File: src/rtl/exhaustive_vector_checker_sat_counter.sv
// Saturating up-counter with synchronous clear and asynchronous active-high reset.
//   clk_i   : clock, rising edge
//   rst_i   : asynchronous active-high reset, clears the count
//   clr_i   : synchronous clear (wins over inc_i)
//   inc_i   : increment request; ignored once the count is all-ones
//   count_o : current count
module sat_counter #(
    parameter int unsigned Width = 8
) (
    input  logic             clk_i,
    input  logic             rst_i,
    input  logic             clr_i,
    input  logic             inc_i,
    output logic [Width-1:0] count_o
);

    logic [Width-1:0] count_d, count_q;

    always_comb begin
        count_d = count_q;
        if (clr_i) begin
            count_d = '0;
        end else if (inc_i && (count_q != '1)) begin
            count_d = count_q + Width'(1);
        end
    end

    always_ff @(posedge clk_i or posedge rst_i) begin
        if (rst_i) begin
            count_q <= '0;
        end else begin
            count_q <= count_d;
        end
    end

    assign count_o = count_q;

endmodule

File: config.mk
export PLATFORM = sky130hd
export DESIGN_NAME = sat_counter
export DESIGN_NICKNAME = d
export VERILOG_FILES = /design/src/rtl/exhaustive_vector_checker_sat_counter.sv
export SDC_FILE = /design/constraint.sdc
export NUM_CORES = 1
export LEC_CHECK = 0
export ABC_AREA = 1
export CAP_MARGIN = 20
export CELL_PAD_IN_SITES_DETAIL_PLACEMENT = 1
export CELL_PAD_IN_SITES_GLOBAL_PLACEMENT = 1
export CORE_MARGIN = 5
export CORE_UTILIZATION = 35
export DETAILED_ROUTE_END_ITERATION = 6
export GPL_ROUTABILITY_DRIVEN = 0
export GPL_TIMING_DRIVEN = 0
export PLACE_DENSITY = 0.85
export SLEW_MARGIN = 40
export SYNTH_ARGS = -nofsm -noshare
export SYNTH_HDL_FRONTEND = slang
export SYNTH_SLANG_ARGS = --single-unit
File: constraint.sdc
create_clock -name clk_i -period 2.2 [get_ports clk_i]
set_input_delay 0.44 -clock clk_i [delete_from_list [all_inputs] [get_ports clk_i]]
set_output_delay 0.44 -clock clk_i [all_outputs]
set_load 0.01 [all_outputs]
After elaboration in Yosys (flattened, before gate mapping)
Cells that the tools add are included.

storage, ports and cells
  bits of input ports = 4
  output and inout port bits = 8
  register bits after elaboration = 8

cells by class
  add/sub/neg operators = 1
  equal/unequal tests = 1
  muxes and demuxes = 2
  reductions and logical operators = 2

operators with widths
  cell                 number
  $mux 8               2
  $add 8x1->8 const B  1
  $ne 8x8->1 const B   1
  $reduce_bool 2->1    1
  $logic_and 1x1->1    1

Depth between registers and ports, before layout
  depth in word-level cells = 4
  mapped depth = 9
  mapped depth without buffers = 9

Least setup slack after synthesis
OpenSTA, ideal clock, no wires.

  path type = register to register
  start = reg count_q[0], in the netlist count_o[0]
  end = reg count_q[4], in the netlist count_o[4]
  arrival = 1.247 ns
  data required time = 2.135 ns
  path buffers = 0
  slack = 0.888 ns
  period minus slack after synthesis = 1.312 ns
  cell stages (with the launch flop) = 9
  cell sequence = dfrtp_1 -> ha_1 -> nand2_2 -> nor2_4 -> nand2_2 -> nand2_4 -> nor2_1 -> nand2_1 -> nand2_1

on the way
  longest elaborated chain between the ends = 3
  elaborated cells on any way between the ends = 6
  classes of those cells = add/sub: 1; eq/ne: 1; mux: 2; reduce/logical: 2

RTL lines
  element                                      line    RTL
  from (decl)                                  17      logic [Width-1:0] count_d, count_q;
  from (signal assigned)                       32      count_q <= count_d;
  $add 8x1->8 or $ne 8x8->1 (tied branches)    24, 23
  $mux 8 or $logic_and 1x1->1 (tied branches)  23      end else if (inc_i && (count_q != '1)) begin
  $mux 8 or $reduce_bool 2->1 (tied branches)  n/a

Parallel ways exist; a longest one is shown, timed or not. The select of a mux whose other input is x is not followed.
A chain may end at the register's enable or synchronous reset.

Final worst setup path
  start = reg count_q[5], in the netlist count_o[5]
  end = out count_o[5]

RTL lines
  element    line  RTL
  to (decl)  14    output logic [Width-1:0] count_o

No word-level cell between the ends.

==> impl_metrics.ini <==
[run_status]
status = completed

[detailed_routing]
first_pass_iters = 4
num_vias = 476
route.detailed.wl_per_inst_um = 13.3
drt_iter0_drc = 1
routed_wl_um = 1310
drc = 0
ant_nets = 0
vias_per_cell = 4.86

[setup_path]
cpPeakStageDelay_ns = 0.58
crit_chain = clkdlybuf4s50_1
cp_slowest_cell = clkdlybuf4s50_1
startpoint = count_o[5]$_DFFE_PP0P_
critPathKind = flip-flop to output port
crit_buf_inv = 1
crit_required_ns = 1.76
cp-start-kind = flip-flop
timing.rr.start = count_o[0]$_DFFE_PP0P_
critical_path.top_delay_family = buffers and inverters
worstSetupEndpointType = output port
arrival_ns = 1.29
path_max_fanout = 6

[global_route]
top_usage_layer = met2
use_met1_pct = 16.3
grtUsageMet3_pct = 3.38
antenna_found_initial = 0
grt.overflow.total = 0
grt_pass1_vias = 492
grt_pass1_wl_um = 2150
grt_max_degree = 9
use_met2_pct = 23.5
track_usage_pct = 14.3

[clock_tree]
clkTransAtPathRegs_ns = 0.06
cts_tree = done
clock-sinks = 8
cts_made_buffers = 3
post-cts-setup-buffers = 0
clock_latency_ns = 0.26
cts_root_buf = clkbuf_4
clk_path_buf_depth = 2
htreeDepth = 1
hold_buffers = 0
ctsResizeCount = 0

[finish]
largest_reg_flops = 8
n_antenna_cell = 0
multi_input_area_um2 = 260
drive_gt1_share_pct = 12.0
seq_area_um2 = 200
final_cell_mix = nand2_1 (25), clkdlybuf4s50_1 (11), inv_1 (10), dfrtp_1 (8)
final_common_cell = nand2_1
nNetsFinal = 90
syn_to_final_growth_pct = 29.9
fillers = 177

[place]
portBuffers = 11
dp_hpwl_um = 1010
dp_slack_ns = 0.579

[synthesis]
synth_cells = 69
ys_seq_area_share_pct = 39.5
synth.distinct_cells = 16
synth.area.top_cells = dfrtp_1 (40%), nand2_1 (19%), inv_1 (7.4%)
synth.top_cell.area_share_pct = 39.5
synth-seq-cells = 8
syn_area_um2 = 507
synth_fp_nets = 74
yosys.area.top_type = dfrtp_1
syn_avg_cell_area_um2 = 7.34
yosysWarnings = 0

[timing]
tightest_slew_ns = 0.394
slew_violations = 0
fin_crit_sh_pct = 78.6
relSlewSlack_pct = 73.6
clock_skew_ns = 0.000619
setup_viol_count_final = 0
finalCriticalPeriod_ns = 1.73
finalHoldViolCount = 0
fin_ws_ns = 0.471
setup_tns_ns = 0
fmax_mhz = 578
rsz0062_at_grt = false

[die]
coreArea_um2 = 1330
die_w_um = 48.1
die_y_um = 48.1
die-area_um2 = 2310
ioPinCount = 12
rows = 13
start_util_pct = 38.0

[pwr]
swShare_pct = 26.8
seqPwrFrac_pct = 49.0
leakagePower_nw = 0.343
p_int_mw = 0.235
p_sw_mw = 0.0857
power_frac_clock_pct = 37.7
power_frac_comb_pct = 13.3
power.ir.vdd_worst_mv = 0.219
p_per_area_nw_per_um2 = 487

[run]
max_cap_violations = 0

[min_path]
hp-class = input pin to asynchronous set/reset pin
per-stage QoR:
stage	total power [mW]	cells	util, %	hold slack [ns]	area [µm²]
after floorplan	0.181	69	-	0.256	507
after detailed placement	0.203	95	47.7	0.525	636
after global routing	0.336	98	49.3	0.477	658
after global placement	0.202	95	47.7	0.516	636
after CTS	0.324	98	49.3	0.450	658
final	0.320	98	49.3	0.443	658
kinds of logic (layout without fill, tap and decap cells):
| group | after synthesis | in the layout | synth area share (%) |
|---|---|---|---|
| DFF | 8 | 8 | 39.5 |
| AOI/OAI and AO/OA | 3 | 3 | 2.96 |
| xor gates and xnor gates | 4 | 4 | 6.91 |
| buffers and inverters | 11 | 25 | 9.14 |
| and+or+nand+nor | 42 | 42 | 39.0 |
| adders and majority gates | 1 | 1 | 2.47 |
worst paths after layout:
kind                       cells after the start  slack [ns]                endpoint
setup / recovery                               1        0.47              count_o[5]
hold / removal                                 2        0.44  count_o[5]$_DFFE_PP0P_
setup reg to reg                               8        0.68  count_o[1]$_DFFE_PP0P_
hold reg to reg                                2        0.53  count_o[1]$_DFFE_PP0P_
max in group asynchronous                      2        1.50  count_o[2]$_DFFE_PP0P_
min in group clk_i                             2        0.53  count_o[1]$_DFFE_PP0P_
power groups by stage:
stage / registers [mW] / logic, mW / clock network [mW]
after floorplan: 0.161 / 0.0199 / 0
after global placement: 0.160 / 0.0422 / 0
after detailed placement: 0.160 / 0.0438 / 0
after CTS: 0.157 / 0.0439 / 0.123
after global routing: 0.157 / 0.0471 / 0.132
final: 0.157 / 0.0427 / 0.121
per-layer routing:
| metal | wire, µm | vias up |
|---|---|---|
| li1 | - | 237 |
| met1 | 598 | 229 |
| met2 | 647 | 8 |
| met3 | 44 | 2 |
| met4 | 18 | 0 |
| met5 | 0 | - |
cells in the mapped netlist:
| library cell | n |
|---|---|
| nand2_1 | 25 |
| inv_1 | 10 |
| dfrtp_1 | 8 |
| nand3_1 | 5 |
| nor2_1 | 5 |
| xor2_1 | 3 |
| a21oi_1 | 2 |
| nand2_2 | 2 |
| nand2_4 | 2 |
| clkinv_4 | 1 |
| ha_1 | 1 |
| nor2_2 | 1 |
| nor2_4 | 1 |
| nor3b_1 | 1 |
| o21ai_1 | 1 |
| xnor2_1 | 1 |
cell type report:
cell class	instances	area share (%)
inverter	11	7.03
tap	15	2.85
timing repair buffer	11	16.7
clock buffer	3	3.42
sequential	8	30.4
multi-input combinational	50	39.5
(Power assumes the default switching activity.)
